==> src/rtl/repeater_tb_pkg.sv <==
// Shared state codes, LFSR polynomials and step helpers for the repeater traffic generator.
package repeater_tb_pkg;

  localparam logic [1:0] IDLE = 2'd0;
  localparam logic [1:0] RUN  = 2'd1;
  localparam logic [1:0] DONE = 2'd2;

  localparam logic [63:0] DEFAULT_POLY = 64'hD800_0000_0000_0000;
  localparam logic [7:0]  THR_POLY     = 8'hB8;

  function automatic logic [63:0] lfsr_step64(input logic [63:0] x, input logic [63:0] poly);
    return x[0] ? ((x >> 1) ^ poly) : (x >> 1);
  endfunction

  function automatic logic [7:0] lfsr_step8(input logic [7:0] x);
    return x[0] ? ((x >> 1) ^ THR_POLY) : (x >> 1);
  endfunction

endpackage

==> src/rtl/stream_lfsr.sv <==
// Registered Galois LFSR; load returns it to SEED, adv takes one step.
module stream_lfsr
  import repeater_tb_pkg::*;
#(
  parameter int           W    = 64,
  parameter logic [W-1:0] POLY = W'(DEFAULT_POLY),
  parameter logic [W-1:0] SEED = W'(1)
) (
  input  logic         clk,
  input  logic         rst_n,
  input  logic         load,
  input  logic         adv,
  output logic [W-1:0] q
);

  logic [W-1:0] lfsr;

  always_ff @(posedge clk) begin
    if (!rst_n) begin
      lfsr <= SEED;
    end else if (load) begin
      lfsr <= SEED;
    end else if (adv) begin
      lfsr <= lfsr[0] ? ((lfsr >> 1) ^ POLY) : (lfsr >> 1);
    end
  end

  assign q = lfsr;

endmodule

==> src/rtl/repeater_traffic_gen.sv <==
// Pseudo-random val/rdy stimulus source: throttled LFSR word stream into the repeater
// input, throttled backpressure on the repeater output.
module repeater_traffic_gen
  import repeater_tb_pkg::*;
#(
  parameter int                DATA_W   = 64,
  parameter logic [DATA_W-1:0] SEED     = DATA_W'(64'hACE1_0000_0000_0001),
  parameter logic [DATA_W-1:0] POLY     = DATA_W'(DEFAULT_POLY),
  parameter logic [7:0]        THR_SEED = 8'h5A
) (
  input  logic              clk,
  input  logic              rst_n,
  input  logic              start,
  input  logic [31:0]       num_words,
  input  logic [7:0]        val_density,
  input  logic [7:0]        rdy_density,
  output logic              val1,
  output logic [DATA_W-1:0] dat1,
  input  logic              rdy1,
  output logic              rdy2,
  output logic [31:0]       sent_count,
  output logic              busy,
  output logic              done
);

  logic [1:0]  state;
  logic [31:0] num_words_q;
  logic [31:0] sent_count_q;
  logic        val1_q;
  logic        rdy2_q;
  logic [7:0]  t_val;
  logic [7:0]  t_rdy;
  logic        go1;
  logic        accept_start;
  logic        thr_adv;
  logic        val_hit;
  logic        rdy_hit;

  assign go1          = val1_q & rdy1;
  assign accept_start = start & ((state == IDLE) | (state == DONE));
  assign thr_adv      = (state == RUN) | (state == DONE);
  assign val_hit      = (t_val <= val_density);
  assign rdy_hit      = (t_rdy <= rdy_density);

  stream_lfsr #(.W(DATA_W), .POLY(POLY), .SEED(SEED)) u_data_lfsr (
    .clk   (clk),
    .rst_n (rst_n),
    .load  (accept_start),
    .adv   (go1),
    .q     (dat1)
  );

  // Throttles free-run through RUN and DONE and are never reloaded by start.
  stream_lfsr #(.W(8), .POLY(THR_POLY), .SEED(THR_SEED)) u_val_thr (
    .clk   (clk),
    .rst_n (rst_n),
    .load  (1'b0),
    .adv   (thr_adv),
    .q     (t_val)
  );

  stream_lfsr #(.W(8), .POLY(THR_POLY), .SEED(THR_SEED)) u_rdy_thr (
    .clk   (clk),
    .rst_n (rst_n),
    .load  (1'b0),
    .adv   (thr_adv),
    .q     (t_rdy)
  );

  always_ff @(posedge clk) begin
    if (!rst_n) begin
      state        <= IDLE;
      val1_q       <= 1'b0;
      sent_count_q <= '0;
      num_words_q  <= '0;
    end else begin
      case (state)
        IDLE, DONE: begin
          if (start) begin
            num_words_q  <= num_words;
            sent_count_q <= '0;
            state        <= (num_words == 32'd0) ? DONE : RUN;
          end
        end
        RUN: begin
          // Once raised, val1 holds until the handshake completes.
          if (go1) begin
            sent_count_q <= sent_count_q + 32'd1;
            if (sent_count_q + 32'd1 == num_words_q) begin
              state  <= DONE;
              val1_q <= 1'b0;
            end else begin
              val1_q <= val_hit;
            end
          end else if (!val1_q) begin
            val1_q <= val_hit;
          end
        end
        default: begin
          state  <= IDLE;
          val1_q <= 1'b0;
        end
      endcase
    end
  end

  always_ff @(posedge clk) begin
    if (!rst_n) begin
      rdy2_q <= 1'b0;
    end else begin
      rdy2_q <= thr_adv & rdy_hit;
    end
  end

  assign val1       = val1_q;
  assign rdy2       = rdy2_q;
  assign sent_count = sent_count_q;
  assign busy       = (state == RUN);
  assign done       = (state == DONE);

endmodule

==> config.mk <==
export PLATFORM = sky130hd
export DESIGN_NAME = repeater_traffic_gen
export DESIGN_NICKNAME = d
export VERILOG_FILES = /design/src/rtl/repeater_tb_pkg.sv /design/src/rtl/stream_lfsr.sv /design/src/rtl/repeater_traffic_gen.sv
export SDC_FILE = /design/constraint.sdc
export NUM_CORES = 1
export LEC_CHECK = 0
export BUFFER_PORTS_ARGS = -buffer_cell sky130_fd_sc_hd__buf_2
export CORE_UTILIZATION = 28
export CTS_BUF_LIST = sky130_fd_sc_hd__clkbuf_2
export DETAILED_ROUTE_END_ITERATION = 8
export SETUP_SLACK_MARGIN = 0.3
export SLEW_MARGIN = 20
export SYNTH_ARGS = -nofsm -noshare
export SYNTH_HDL_FRONTEND = slang
export SYNTH_SLANG_ARGS = --single-unit
==> constraint.sdc <==
create_clock -name clk -period 7.35 [get_ports clk]
set_clock_uncertainty 0.2 [all_clocks]
set_input_delay 0.735 -clock clk [delete_from_list [all_inputs] [get_ports clk]]
set_output_delay 0.735 -clock clk [all_outputs]
set_load 0.05 [all_outputs]
==> results_dict.tcl <==
set metrics [dict create \
    status "complete, but fails checks" \
    violations "DRC" \
    grt_pass1_wl_microns 35600 \
    hold_viol_final 0 \
    endpoint_kind "flop" \
    period_share 0.535 \
    grt_pass1_vias 6685 \
    synth_cell_types 59 \
    slew-limit-headroom 0.384 \
    syn_area_sq_um 7510 \
    drive_gt1_frac 0.186 \
    finalMaxSlewViolations 0 \
    yosys_warnings 0 \
    clkTransAtPathRegs_ns 0.28 \
    dp_cells 1387 \
    fmax_mhz 254 \
    numCtsBuffers 17 \
    multiInputGateArea_sq_um 4200 \
    hold_path_depth 3 \
    grt_usage 0.161 \
    start_util 0.286 \
    drv_cap 0 \
    yosysMostFrequentCell "nand2_1" \
    synth.avg_cell_area_sq_um 7.77 \
    synth_adder_area_share 0.0333 \
    portBuffers 151 \
    ant_nets 0 \
    seq_area_frac_synth 0.395 \
    total_power_uw 2200 \
    required_ns 7.79 \
    criticalPathCategory "reg -> reg" \
    ys_seq_elements 148 \
    yosysTopAreaCellShare 0.395 \
    clockBufferDepth 2 \
    synth_top_family_by_area "simple AND/OR/NAND/NOR gates" \
    synth_edf_count 0 \
    synth-compound-area-share 0.175 \
    cts-htree-levels 4 \
    fin_area_sq_um 9050 \
    pin_count 152 \
    viasPerCell 4.95 \
    wl_microns 22100 \
    cts_root_buf "clkbuf_2" \
    dpl_cell_area_sq_um 8460 \
    grt_start_max_net_pins 92 \
    synth-async-reset-ratio 0 \
    drtIter0Drc 514 \
    tightest_slew_ns 0.924 \
    p_per_area_nw_per_um2 243 \
    placementRows 59 \
    die_w_microns 166 \
    hold_path.class "in -> reg" \
    antenna_found_initial 1 \
    synth_nets 1038 \
    period_minus_slack_ns 3.93 \
    ir_drop_v 0.000139 \
    cts.sinks 148 \
    ff2ff_setup_slack_ns 3.42 \
    clock_latency_ns 0.75 \
    overflow 0 \
    rsz0062_at_grt "false" \
    finalNonFillerCells 1451 \
    cts_tree "yes" \
    synthXorXnorAreaFrac 0.0560 \
    gp_congestion 0.907 \
    synth_common_cells "247 x nand2_1, 148 x dfxtp_1, 79 x a21oi_1" \
    routedWlPerCell_microns 15.2 \
    hpwl_microns 15200 \
    fin_nets 1174 \
    syn_inst 966 \
    core_sq_um 26200 \
    die_h_microns 166 \
    synthSimpleGateAreaFrac 0.276 \
    post_cts_resized 0 \
    synthMuxAreaShare 0.0162 \
    synthTopCellsByArea "dfxtp_1 39%, nand2_1 12%, a21oi_1 5.3%, xnor2_1 4.0%, a21boi_0 3.4%" \
    vias 7188 \
    n_fill_cell 2776 \
    drc 8 \
    cp_max_fo 12 \
    cellLeakagePower_uw 0.00368 \
    synth_top_area_cell "dfxtp_1" \
    setup_viol 0 \
    fin_setup_tns_ns 0 \
    seq_area_sq_um 2960 \
    dieArea_sq_um 27500 \
    crit_path_start_kind "flop" \
    reg2reg_depth 10 \
    drt_first_pass_iters 7 \
    synth_ff_type "dfxtp_1" \
    cp.arrival_ns 4.37 \
    area_growth_pct 20.6 \
]
-- layout by cell type (no fill, tap or decap), types with 3 or more instances in the layout --
cell type      instances
a211oi_1               3
a21oi_1               79
and4_1                 3
nor3_1                19
or4_1                  3
a22oi_1                3
nand2b_1               6
ha_1                  20
xnor2_1               34
clkbuf_2              17
inv_1                 21
and3_1                 7
nand3_1               32
dfxtp_1              148
clkinv_8               6
buf_4                  7
a31oi_1                4
nand2_1              245
dlygate4sd3_1         31
and2_1                 6
inv_8                  5
a21o_1                 3
nor2b_1               23
o211a_1               13
buf_2                151
a21boi_0              34
nand4_1               21
o31a_1                 3
nor2_1                28
o211ai_1               5
o31ai_1                3
xor2_1                14
mux2i_1               11
or3_1                  3
o21ai_0               38
o21a_1                 4
nor4_1                21
-- metrics by stage --
stage / utilization / hold WS, ns / setup WS, ns
final: 0.345 / 0.122 / 3.42
after CTS: 0.345 / 0.0691 / 3.45
after floorplan: - / 0.255 / 3.75
after global routing: 0.345 / 0.0302 / 3.19
after global placement: 0.323 / 0.252 / 3.62
after detailed placement: 0.323 / 0.256 / 3.52
-- critical path, stage by stage (launching register included) --
cell and delay [ns]:
dfxtp_1 0.53, ha_1 0.33, nand3_2 0.17, or3_1 0.59, or4_1 0.62, nor4_2 0.30
o221a_1 0.23, nand4_1 0.15, nor4b_4 0.46, nand4b_1 0.17, nand3_1 0.08
-- where the power goes --
group          internal [uW]  total (uW)  switching (uW)
Combinational            276         736             460
Clock                    121         501             380
Sequential               885         963            77.4
-- cells by family after synthesis --
| logic type | after synthesis |
|---|---|
| xor gates and xnor gates | 48 |
| adders and majority gates | 20 |
| buffers and inverters | 93 |
| muxes | 12 |
| and+or+nand+nor | 438 |
| AOI/OAI and AO/OA | 207 |
| DFF | 148 |
-- final timing paths --
check | startpoint | endpoint
worst max register to register | sent_count[0] | state[1]
worst max-delay path | sent_count[0] | state[1]
worst min register to register | u_data_lfsr.q[34] | u_data_lfsr.q[33]
worst min-delay path | num_words[31] | num_words_q[31]
-- state kept, by name, indices dropped and copies added, names as in the netlist --
signal,flops
num_words_q,32
rdy2,1
sent_count,32
state,2
u_data_lfsr.q,64
u_rdy_thr.q,8
u_val_thr.q,8
val1,1
-- repair_timing --
action                    4_1_cts  5_1_grt
hold endpoints to repair       31        0
hold buffers                   31        0
setup buffers                   0        0
-- area by class of cell --
type / count / area share
Sequential cell: 148 / 0.327
Timing Repair Buffer: 189 / 0.124
Clock buffer: 17 / 0.00940
Antenna cell: 1 / 0.000276
Tap cell: 335 / 0.0463
Multi-Input combinational cell: 725 / 0.464
Clock inverter: 15 / 0.0207
Inverter: 21 / 0.00871
-- layer usage --
metal,track usage,wire length [microns],vias to the layer above,share of wire
met1,0.210,10300,3380,0.46
met5,0,0,-,0
met3,0.0448,1360,25,0.061
met4,0.0479,428,0,0.019
met2,0.259,10000,180,0.45
li1,-,-,3603,-
Note: power is estimated with default switching activity, not from simulation.
